===== config.mk =====
export PLATFORM = sky130hd
export DESIGN_NAME = instr_encoder_flat
export DESIGN_NICKNAME = d
export VERILOG_FILES = /design/src/rtl/instr_encoder_pkg.sv /design/src/rtl/instr_encoder_if.sv /design/src/rtl/instr_encoder_pack.sv /design/src/rtl/instr_encoder.sv /design/src/flat_wrapper.sv
export SDC_FILE = /design/constraint.sdc
export NUM_CORES = 1
export LEC_CHECK = 0
export ABC_AREA = 1
export CAP_MARGIN = 20
export CORE_MARGIN = 5
export CORE_UTILIZATION = 50
export DETAILED_ROUTE_END_ITERATION = 10
export GPL_ROUTABILITY_DRIVEN = 1
export PLACE_DENSITY = 0.8
export SYNTH_ARGS = -nofsm -noshare
export SYNTH_HDL_FRONTEND = slang
export SYNTH_HIERARCHICAL = 1
export SYNTH_SLANG_ARGS = --single-unit

===== constraint.sdc =====
create_clock -name clk -period 2.3 [get_ports clk]
set_clock_uncertainty 0.05 [all_clocks]
set_input_delay 0.345 -clock clk [delete_from_list [all_inputs] [get_ports clk]]
set_output_delay 0.345 -clock clk [all_outputs]
set_load 0.005 [all_outputs]

===== src/rtl/instr_encoder_pkg.sv =====
// Shared kind codes, MIPS opcode/funct constants, FSM state type and field-packing helpers
// for the instruction encoder.
package instr_encoder_pkg;

  typedef enum logic [4:0] {
    K_ADDU  = 5'd0,
    K_SUBU  = 5'd1,
    K_AND   = 5'd2,
    K_OR    = 5'd3,
    K_SLT   = 5'd4,
    K_SLL   = 5'd5,
    K_SRL   = 5'd6,
    K_JR    = 5'd7,
    K_JALR  = 5'd8,
    K_ADDIU = 5'd9,
    K_ORI   = 5'd10,
    K_LW    = 5'd11,
    K_SW    = 5'd12,
    K_BEQ   = 5'd13,
    K_BNE   = 5'd14,
    K_J     = 5'd15
  } kind_e;

  localparam logic [5:0] OP_RTYPE = 6'b000000;
  localparam logic [5:0] OP_ADDIU = 6'b001001;
  localparam logic [5:0] OP_ORI   = 6'b001101;
  localparam logic [5:0] OP_LW    = 6'b100011;
  localparam logic [5:0] OP_SW    = 6'b101011;
  localparam logic [5:0] OP_BEQ   = 6'b000100;
  localparam logic [5:0] OP_BNE   = 6'b000101;
  localparam logic [5:0] OP_J     = 6'b000010;

  localparam logic [5:0] FN_ADDU = 6'b100001;
  localparam logic [5:0] FN_SUBU = 6'b100011;
  localparam logic [5:0] FN_AND  = 6'b100100;
  localparam logic [5:0] FN_OR   = 6'b100101;
  localparam logic [5:0] FN_SLT  = 6'b101010;
  localparam logic [5:0] FN_SLL  = 6'b000000;
  localparam logic [5:0] FN_SRL  = 6'b000010;
  localparam logic [5:0] FN_JR   = 6'b001000;
  localparam logic [5:0] FN_JALR = 6'b001001;

  typedef enum logic [1:0] {
    ST_IDLE  = 2'd0,
    ST_RUN   = 2'd1,
    ST_DRAIN = 2'd2
  } state_e;

  function automatic logic [31:0] rtype(input logic [4:0] rs, input logic [4:0] rt,
                                        input logic [4:0] rd, input logic [4:0] sh,
                                        input logic [5:0] fn);
    return {OP_RTYPE, rs, rt, rd, sh, fn};
  endfunction

  function automatic logic [31:0] itype(input logic [5:0] op, input logic [4:0] rs,
                                        input logic [4:0] rt, input logic [15:0] imm);
    return {op, rs, rt, imm};
  endfunction

endpackage


===== src/rtl/instr_encoder_if.sv =====
// Command channel into the instruction encoder: valid/ready handshake plus mnemonic fields.
interface instr_encoder_if;
  logic        in_valid;
  logic        in_ready;
  logic [4:0]  in_kind;
  logic [4:0]  in_rs;
  logic [4:0]  in_rt;
  logic [4:0]  in_rd;
  logic [25:0] in_imm;
  logic        in_last;

  modport master (
    output in_valid, in_kind, in_rs, in_rt, in_rd, in_imm, in_last,
    input  in_ready
  );

  modport slave (
    input  in_valid, in_kind, in_rs, in_rt, in_rd, in_imm, in_last,
    output in_ready
  );
endinterface


===== src/rtl/instr_encoder_pack.sv =====
// Combinational packer: mnemonic kind + register fields + immediate -> 32-bit MIPS word,
// with a flag for undefined kinds or I-type immediates that do not fit in 16 bits.
module instr_pack
  import instr_encoder_pkg::*;
(
  input  logic [4:0]  kind,
  input  logic [4:0]  rs,
  input  logic [4:0]  rt,
  input  logic [4:0]  rd,
  input  logic [25:0] imm,
  output logic [31:0] word,
  output logic        bad
);

  logic imm_hi_set;
  assign imm_hi_set = |imm[25:16];

  always_comb begin
    word = 32'h0000_0000;
    bad  = 1'b0;
    case (kind)
      K_ADDU:  word = rtype(rs, rt, rd, 5'd0, FN_ADDU);
      K_SUBU:  word = rtype(rs, rt, rd, 5'd0, FN_SUBU);
      K_AND:   word = rtype(rs, rt, rd, 5'd0, FN_AND);
      K_OR:    word = rtype(rs, rt, rd, 5'd0, FN_OR);
      K_SLT:   word = rtype(rs, rt, rd, 5'd0, FN_SLT);
      // Shifts take their amount from the immediate and never read rs.
      K_SLL:   word = rtype(5'd0, rt, rd, imm[4:0], FN_SLL);
      K_SRL:   word = rtype(5'd0, rt, rd, imm[4:0], FN_SRL);
      K_JR:    word = rtype(rs, 5'd0, 5'd0, 5'd0, FN_JR);
      K_JALR:  word = rtype(rs, rt, rd, 5'd0, FN_JALR);
      K_ADDIU: begin word = itype(OP_ADDIU, rs, rt, imm[15:0]); bad = imm_hi_set; end
      K_ORI:   begin word = itype(OP_ORI,   rs, rt, imm[15:0]); bad = imm_hi_set; end
      K_LW:    begin word = itype(OP_LW,    rs, rt, imm[15:0]); bad = imm_hi_set; end
      K_SW:    begin word = itype(OP_SW,    rs, rt, imm[15:0]); bad = imm_hi_set; end
      K_BEQ:   begin word = itype(OP_BEQ,   rs, rt, imm[15:0]); bad = imm_hi_set; end
      K_BNE:   begin word = itype(OP_BNE,   rs, rt, imm[15:0]); bad = imm_hi_set; end
      K_J:     word = {OP_J, imm};
      default: begin word = 32'h0000_0000; bad = 1'b1; end
    endcase
  end

endmodule


===== src/rtl/instr_encoder.sv =====
// Streaming MIPS instruction encoder writing consecutive instruction-memory words.
// Define INSTR_ENC_CHECK_EN to drop malformed commands and raise the sticky err flag.
module instr_encoder
  import instr_encoder_pkg::*;
#(
  parameter int ADDR_WIDTH = 12
) (
  input  logic                  clk,
  input  logic                  rst,
  input  logic                  start,
  input  logic [ADDR_WIDTH-1:0] base_addr,
  instr_encoder_if.slave        cmd,
  input  logic                  mem_stall,
  output logic [3:0]            imem_we,
  output logic [ADDR_WIDTH-1:0] imem_addr,
  output logic [31:0]           imem_din,
  output logic                  busy,
  output logic                  done,
  output logic [ADDR_WIDTH:0]   count,
  output logic                  err
);

  state_e                state_reg;
  logic [ADDR_WIDTH-1:0] addr_reg, addr_next;
  logic                  out_valid_reg, out_valid_next;
  logic [ADDR_WIDTH-1:0] out_addr_reg, out_addr_next;
  logic [31:0]           out_data_reg, out_data_next;
  logic                  skid_full_reg, skid_full_next;
  logic [31:0]           skid_data_reg, skid_data_next;
  logic [ADDR_WIDTH:0]   count_reg;
  logic                  done_reg;
  logic                  err_reg;

  logic [31:0] pack_word;
  logic        pack_bad;
  logic        accept, drop, keep, write_fire, session_end;

  instr_pack u_pack (
    .kind (cmd.in_kind),
    .rs   (cmd.in_rs),
    .rt   (cmd.in_rt),
    .rd   (cmd.in_rd),
    .imm  (cmd.in_imm),
    .word (pack_word),
    .bad  (pack_bad)
  );

`ifdef INSTR_ENC_CHECK_EN
  assign drop = pack_bad;
`else
  logic unused_bad;
  assign unused_bad = pack_bad;
  assign drop       = 1'b0;
`endif

  assign cmd.in_ready = (state_reg == ST_RUN) && !skid_full_reg;
  assign accept       = cmd.in_valid && cmd.in_ready;
  assign keep         = accept && !drop;
  assign write_fire   = out_valid_reg && !mem_stall;
  assign session_end  = ((state_reg == ST_RUN) && accept && cmd.in_last) || (state_reg == ST_DRAIN);

  // Addresses are bound when a word enters the output register, so order is preserved
  // regardless of whether it passed through the skid.
  always_comb begin
    out_valid_next = out_valid_reg;
    out_addr_next  = out_addr_reg;
    out_data_next  = out_data_reg;
    skid_full_next = skid_full_reg;
    skid_data_next = skid_data_reg;
    addr_next      = addr_reg;
    if (!out_valid_reg || write_fire) begin
      if (skid_full_reg) begin
        out_valid_next = 1'b1;
        out_data_next  = skid_data_reg;
        out_addr_next  = addr_reg;
        addr_next      = addr_reg + 1'b1;
        skid_full_next = 1'b0;
      end else if (keep) begin
        out_valid_next = 1'b1;
        out_data_next  = pack_word;
        out_addr_next  = addr_reg;
        addr_next      = addr_reg + 1'b1;
      end else begin
        out_valid_next = 1'b0;
      end
    end else if (keep) begin
      skid_full_next = 1'b1;
      skid_data_next = pack_word;
    end
  end

  always_ff @(posedge clk) begin
    if (rst) begin
      state_reg     <= ST_IDLE;
      addr_reg      <= '0;
      out_valid_reg <= 1'b0;
      out_addr_reg  <= '0;
      out_data_reg  <= '0;
      skid_full_reg <= 1'b0;
      skid_data_reg <= '0;
      count_reg     <= '0;
      done_reg      <= 1'b0;
      err_reg       <= 1'b0;
    end else begin
      out_valid_reg <= out_valid_next;
      out_addr_reg  <= out_addr_next;
      out_data_reg  <= out_data_next;
      skid_full_reg <= skid_full_next;
      skid_data_reg <= skid_data_next;
      addr_reg      <= addr_next;
      done_reg      <= 1'b0;
      err_reg       <= err_reg | (accept & drop);
      if (write_fire && (count_reg != '1))
        count_reg <= count_reg + 1'b1;

      case (state_reg)
        ST_IDLE: begin
          if (start) begin
            state_reg <= ST_RUN;
            addr_reg  <= base_addr;
            count_reg <= '0;
          end
        end
        ST_RUN, ST_DRAIN: begin
          // Look at next-cycle occupancy so done lands right after the final write.
          if (session_end) begin
            if (!out_valid_next && !skid_full_next) begin
              done_reg  <= 1'b1;
              state_reg <= ST_IDLE;
            end else begin
              state_reg <= ST_DRAIN;
            end
          end
        end
        default: state_reg <= ST_IDLE;
      endcase
    end
  end

  assign imem_we   = {4{out_valid_reg}};
  assign imem_addr = out_addr_reg;
  assign imem_din  = out_data_reg;
  assign busy      = (state_reg != ST_IDLE);
  assign done      = done_reg;
  assign count     = count_reg;
  assign err       = err_reg;

endmodule


===== src/flat_wrapper.sv =====
// flat-port wrapper written by rule: the top's interface ports become plain ports
module instr_encoder_flat import instr_encoder_pkg::*;
#(
  parameter int ADDR_WIDTH = 12
)
  (clk, rst, start, base_addr, mem_stall, imem_we, imem_addr, imem_din, busy, done, count, err, cmd_in_valid, cmd_in_kind, cmd_in_rs, cmd_in_rt, cmd_in_rd, cmd_in_imm, cmd_in_last, cmd_in_ready);
  instr_encoder_if cmd_i ();
  input  logic clk;
  input  logic rst;
  input  logic start;
  input  logic [ADDR_WIDTH-1:0] base_addr;
  input  logic mem_stall;
  output logic [3:0] imem_we;
  output logic [ADDR_WIDTH-1:0] imem_addr;
  output logic [31:0] imem_din;
  output logic busy;
  output logic done;
  output logic [ADDR_WIDTH:0] count;
  output logic err;
  input wire logic [$bits(cmd_i.in_valid)-1:0] cmd_in_valid;
  input wire logic [$bits(cmd_i.in_kind)-1:0] cmd_in_kind;
  input wire logic [$bits(cmd_i.in_rs)-1:0] cmd_in_rs;
  input wire logic [$bits(cmd_i.in_rt)-1:0] cmd_in_rt;
  input wire logic [$bits(cmd_i.in_rd)-1:0] cmd_in_rd;
  input wire logic [$bits(cmd_i.in_imm)-1:0] cmd_in_imm;
  input wire logic [$bits(cmd_i.in_last)-1:0] cmd_in_last;
  output wire logic [$bits(cmd_i.in_ready)-1:0] cmd_in_ready;
  assign cmd_i.in_valid = cmd_in_valid;
  assign cmd_i.in_kind = cmd_in_kind;
  assign cmd_i.in_rs = cmd_in_rs;
  assign cmd_i.in_rt = cmd_in_rt;
  assign cmd_i.in_rd = cmd_in_rd;
  assign cmd_i.in_imm = cmd_in_imm;
  assign cmd_i.in_last = cmd_in_last;
  assign cmd_in_ready = cmd_i.in_ready;
  instr_encoder #(.ADDR_WIDTH(ADDR_WIDTH)) u_core (.clk(clk), .rst(rst), .start(start), .base_addr(base_addr), .cmd(cmd_i), .mem_stall(mem_stall), .imem_we(imem_we), .imem_addr(imem_addr), .imem_din(imem_din), .busy(busy), .done(done), .count(count), .err(err));
endmodule

==> qor.yml, run 1 <==
layout.nets: 1004
cts-root-buf: "sky130_fd_sc_hd__clkbuf_8"
drt_drc_violations_left: 0
final_min_period_over_clock_period_pct: 93.7
fillerInstances: 972
register_area_sq_mm: 0.00212
fin_worst_hold_slack_ns: 0.408
antennaDiodeCount: 0
status: "complete, no violations"
post-route-util_pct: 64.9
floorplan.die.width_microns: 115
wire_length_of_the_first_global_routing_pass_microns: 24400
synthesis.nets: 893
power_leakage_nw: 2.98
maxCapViolations: 0
drt-wirelength-per-cell_microns: 13.7
r2r_cells: 8
clkSinkCount: 106
routed_wl_microns: 14800
hold_class: "reg2reg"
postRouteAntennaNets: 0
gp_routability_congestion: 0.954
worstReg2RegEnd: "u_core/imem_addr[7]"
slew-limit-headroom_pct: 58.7
vias_in_the_first_global_route: 5274
avgSynthCellArea_sq_um: 6.76
finalSetupViolCount: 0
worst_setup_path_startpoint: "u_core/state_reg[1]"
final_period_demand_of_the_worst_path_ns: 2.16
area_growth_syn_to_layout_pct: 27.1
grt_setup_unrepaired: "no"
final_layout_size_suffix_gt1_share_pct: 8.00
cts_tree: "done"
clkSlewWorstSetupHoldPaths_ns: 0.10
cp-start-kind: "flip-flop"
worst_hold_path.endpoint: "u_core/imem_din[6]"
congestion_overflow_gr: 0
worst_skew_pair.late_latency_ns: 0.36
htree_num_levels: 3
std_cell_rows: 38
crit_type: "reg2out"
placement.setup.worst_slack_ns: 0.0762
die_area_sq_mm: 0.0133
count_of_buffers_added_by_post_cts_timing_repair_for_setup: 0
pin_count_of_the_biggest_net_entering_global_routing: 67
vdd_ir_drop_max_mv: 0.342
io-pin-count: 129
maximum_clock_path_buffer_count: 2
worstReg2RegStart: "u_core/state_reg[1]"
core_box_area_sq_mm: 0.0109
setup-tns-final_ns: 0
initial_core_util_pct: 51.1
syn_inst: 822
worst_setup_path_end_kind: "primary output"
cts_made_buffers: 9
achievable-frequency_mhz: 464
cts_hold_buffers: 0
via_per_inst: 5.37
grt_antenna_before_repair: 0
ys_warn_count: 6
hp-start: "u_core/skid_data_reg[6]"
tightestPinTransition_ns: 0.618
post-route-worst-setup-slack_ns: 0.145
critPathArrivalTime_ns: 1.76
placement.io_buffers: 127
holdPathStages: 2
post_cts.resized_instances: 0
firstDrtPassIters: 5
r2r_slack_ns: 0.48
die_h_microns: 115
dp_hpwl_microns: 10700
multi_input_comb_area_sq_mm: 0.00287
report.final.slew_viol_count: 0
groute.usage.overall_pct: 22.0
route.vias.total: 5787
cell_area_after_synthesis_sq_mm: 0.00556
report.final.hold_viol_count: 0
power_density_mw_per_mm2: 696
drt_iter0_drc: 626
worst-path-max-fanout: 4
critPathRequiredTime_ns: 1.90
## layer usage
| metal | routed length, microns | part of all wire [%] | GRT usage [%] |
|---|---|---|---|
| met3 | 1270 | 8.6 | 4.07 |
| met1 | 6700 | 45 | 30.6 |
| met4 | 214 | 1.4 | 5.95 |
| met5 | 0 | 0 | 0 |
| met2 | 6610 | 45 | 35.3 |
## how the worst max path moves through the flow
stage / endpoint / slack [ns] / cells past startpoint
after floorplan: u_core/addr_reg[0] / 0.72 / 8
after global placement: u_core/imem_din[2] / 0.11 / 9
after detailed placement: u_core/imem_din[2] / 0.08 / 9
after CTS: cmd_in_ready / 0.07 / 5
after global routing: cmd_in_ready / 0.05 / 5
final: cmd_in_ready / 0.14 / 5
## metrics by stage
step	total power, mW	instances	cell area [sq um]
2_1_floorplan	3.17	822	5560
5_1_grt	5.23	1078	7060
6_report	4.92	1078	7060
4_1_cts	4.95	1078	7060
3_5_place_dp	3.91	1062	6890
3_3_place_gp	3.87	1062	6890
## cells in the final DEF, fill, tap and decap left out, types with 2 or more instances in the layout
cell	n
sky130_fd_sc_hd__nand2_1	187
sky130_fd_sc_hd__clkdlybuf4s50_1	127
sky130_fd_sc_hd__nor2_1	114
sky130_fd_sc_hd__dfxtp_1	106
sky130_fd_sc_hd__o21ai_0	80
sky130_fd_sc_hd__nand3_1	78
sky130_fd_sc_hd__inv_1	59
sky130_fd_sc_hd__a31oi_1	35
sky130_fd_sc_hd__a21oi_1	26
sky130_fd_sc_hd__buf_4	21
sky130_fd_sc_hd__o21ai_1	16
sky130_fd_sc_hd__nand4_1	12
sky130_fd_sc_hd__clkbuf_8	10
sky130_fd_sc_hd__inv_2	8
sky130_fd_sc_hd__nor2_4	7
sky130_fd_sc_hd__nand2_2	6
sky130_fd_sc_hd__ha_1	6
sky130_fd_sc_hd__nor2_2	5
sky130_fd_sc_hd__xor2_1	5
sky130_fd_sc_hd__nor3_1	4
sky130_fd_sc_hd__clkinvlp_4	3
sky130_fd_sc_hd__a21oi_2	3
sky130_fd_sc_hd__nand3b_1	3
sky130_fd_sc_hd__clkbuf_1	2
sky130_fd_sc_hd__clkinv_2	2
sky130_fd_sc_hd__a211oi_2	2
sky130_fd_sc_hd__conb_1	2
sky130_fd_sc_hd__buf_12	2
## critical path, stage by stage (launching register included)
cell and delay (ns):
sky130_fd_sc_hd__dfxtp_1 0.36, sky130_fd_sc_hd__inv_1 0.12, sky130_fd_sc_hd__ha_2 0.26, sky130_fd_sc_hd__inv_1 0.06, sky130_fd_sc_hd__nor2_1 0.09, sky130_fd_sc_hd__clkdlybuf4s50_1 0.51
## where the power goes
part	switching [mW]	total, mW	internal, mW
clock network	0.626	1.05	0.424
logic	0.779	1.55	0.771
registers	0.213	2.32	2.11
total	1.62	4.92	3.30
## final cells by class
class	count	share of cell area, %
clock buffers	12	2.05
clock inverters	4	0.390
inverters	68	3.63
multi-input cells	598	40.6
flip-flops and latches	106	30.0
well taps	140	2.48
repair buffers	150	20.8
Power figures use the tool's default switching activity.
==> inputs of run 2 (changes only) <==
Settings changed: GPL_ROUTABILITY_DRIVEN 1 to 0, PLACE_DENSITY 0.8 to 0.92, SLEW_MARGIN set to 0.
==> run 2 against run 1 <==
Net effect: sequential share of layout area is 0.12 points lower; critical endpoint unchanged; final cell count is 0.28% lower; combinational power hardly changed; final area is 0.41% higher; power is 4.0% higher; worst hold slack better by 0.0072 ns.
==> qor.yml, run 2 (synthesis gave the netlist of run 1 again) <==
mostFrequentLayoutCell: "sky130_fd_sc_hd__nand2_1"
floorplan.die.width_microns: 115
report.final.slew_viol_count: 0
htree_num_levels: 3
worst-path-max-fanout: 4
layout.nets: 1001
status: "complete, no violations"
finish.instance_area_sq_mm: 0.00709
fillerInstances: 913
power.total_mw: 5.12
worst_skew_pair.late_latency_ns: 0.38
grt_setup_unrepaired: "no"
via_per_inst: 5.54
io-pin-count: 129
clkSlewWorstSetupHoldPaths_ns: 0.10
die_area_sq_mm: 0.0133
drt_drc_violations_left: 0
drt-wirelength-per-cell_microns: 14.4
achievable-frequency_mhz: 464
wire_length_of_the_first_global_routing_pass_microns: 24800
core_box_area_sq_mm: 0.0109
maximum_clock_path_buffer_count: 2
leading_cell_types_in_the_layout_fill_and_taps_excluded: "sky130_fd_sc_hd__nand2_1, sky130_fd_sc_hd__clkdlybuf4s50_1, sky130_fd_sc_hd__nor2_1"
dpl_cell_area_sq_mm: 0.00688
dp_hpwl_microns: 11000
critPathArrivalTime_ns: 1.76
route.vias.total: 5952
final_period_demand_of_the_worst_path_ns: 2.16
routed_wl_microns: 15400
power_density_mw_per_mm2: 722
vdd_ir_drop_max_mv: 0.541
power_leakage_nw: 3.00
layout.cells.non_filler: 1075
postRouteAntennaNets: 0
cp-start-kind: "flip-flop"
post-route-worst-setup-slack_ns: 0.144
final_layout_size_suffix_gt1_share_pct: 7.91
hold_class: "reg2reg"
tightestPinTransition_ns: 0.621
groute.usage.overall_pct: 22.8
placement.io_buffers: 127
firstDrtPassIters: 5
critPathRequiredTime_ns: 1.90
post_place_cells: 1059
post-route-util_pct: 65.1
clkSinkCount: 106
cts_made_buffers: 9
initial_core_util_pct: 51.1
grt_antenna_before_repair: 0
drt_iter0_drc: 632
area_growth_syn_to_layout_pct: 27.6
fin_worst_hold_slack_ns: 0.416
vias_in_the_first_global_route: 5398
count_of_buffers_added_by_post_cts_timing_repair_for_setup: 0
report.final.hold_viol_count: 0
slew-limit-headroom_pct: 58.6
final_min_period_over_clock_period_pct: 93.7
maxCapViolations: 0
placement.setup.worst_slack_ns: 0.0837
antennaDiodeCount: 0
cts_tree: "done"
pin_count_of_the_biggest_net_entering_global_routing: 41
finalSetupViolCount: 0
std_cell_rows: 38
congestion_overflow_gr: 0
cts-root-buf: "sky130_fd_sc_hd__clkbuf_8"
crit_type: "reg2out"
setup-tns-final_ns: 0
worst_setup_path_end_kind: "primary output"
die_h_microns: 115
## run 2: cell types whose count changed in the layout (fill, tap and decap cells not counted)
cell,before,now
sky130_fd_sc_hd__clkinvlp_4,3,1
sky130_fd_sc_hd__inv_6,0,2
sky130_fd_sc_hd__clkbuf_1,2,0
sky130_fd_sc_hd__bufinv_16,0,1
sky130_fd_sc_hd__buf_12,2,3
sky130_fd_sc_hd__buf_4,21,17
sky130_fd_sc_hd__clkbuf_8,10,11
## run 2: critical path, stage by stage (launching register included)
cell and delay (ns):
sky130_fd_sc_hd__dfxtp_1 0.35, sky130_fd_sc_hd__inv_1 0.11, sky130_fd_sc_hd__ha_2 0.24, sky130_fd_sc_hd__inv_1 0.05
sky130_fd_sc_hd__nor2_1 0.12, sky130_fd_sc_hd__clkdlybuf4s50_1 0.52
## run 2: report_power, final
part | switching (mW) | internal [mW] | total, mW
combinational | 0.801 | 0.776 | 1.58
clock | 0.654 | 0.569 | 1.22
sequential | 0.211 | 2.11 | 2.32
total | 1.67 | 3.45 | 5.12
## run 2: final cells by class
class / count / area, sq um / area share, %
multi-input combinational: 598 / 2870 / 40.4
sequential: 106 / 2120 / 29.9
timing repair buffer: 147 / 1460 / 20.6
inverter: 68 / 256 / 3.62
tap: 140 / 175 / 2.47
clock buffer: 11 / 151 / 2.13
clock inverter: 5 / 60.1 / 0.847
## run 2: worst paths after layout
kind	start	end	slack (ns)	cells past startpoint
worst min register to register	u_core/imem_addr[5]	u_core/imem_addr[5]	0.42	2
worst min-delay path	u_core/imem_addr[5]	u_core/imem_addr[5]	0.42	2
worst max-delay path	u_core/state_reg[1]	cmd_in_ready	0.14	5
worst max register to register	u_core/state_reg[1]	u_core/imem_din[1]	0.46	7
## run 2: what timing repair did
| item | in CTS | in global routing |
|---|---|---|
| setup endpoints to repair | 0 | 1 |
| hold buffers | 0 | 0 |
| gates resized for setup | 0 | 1 |
## run 2: metal layers
metal	vias up	GRT usage, %	part of all wire [%]
met1	2715	29.1	42
met3	35	6.21	9.0
met5	-	0	0
met2	302	37.2	47
li1	2900	-	-
met4	0	8.29	2.3
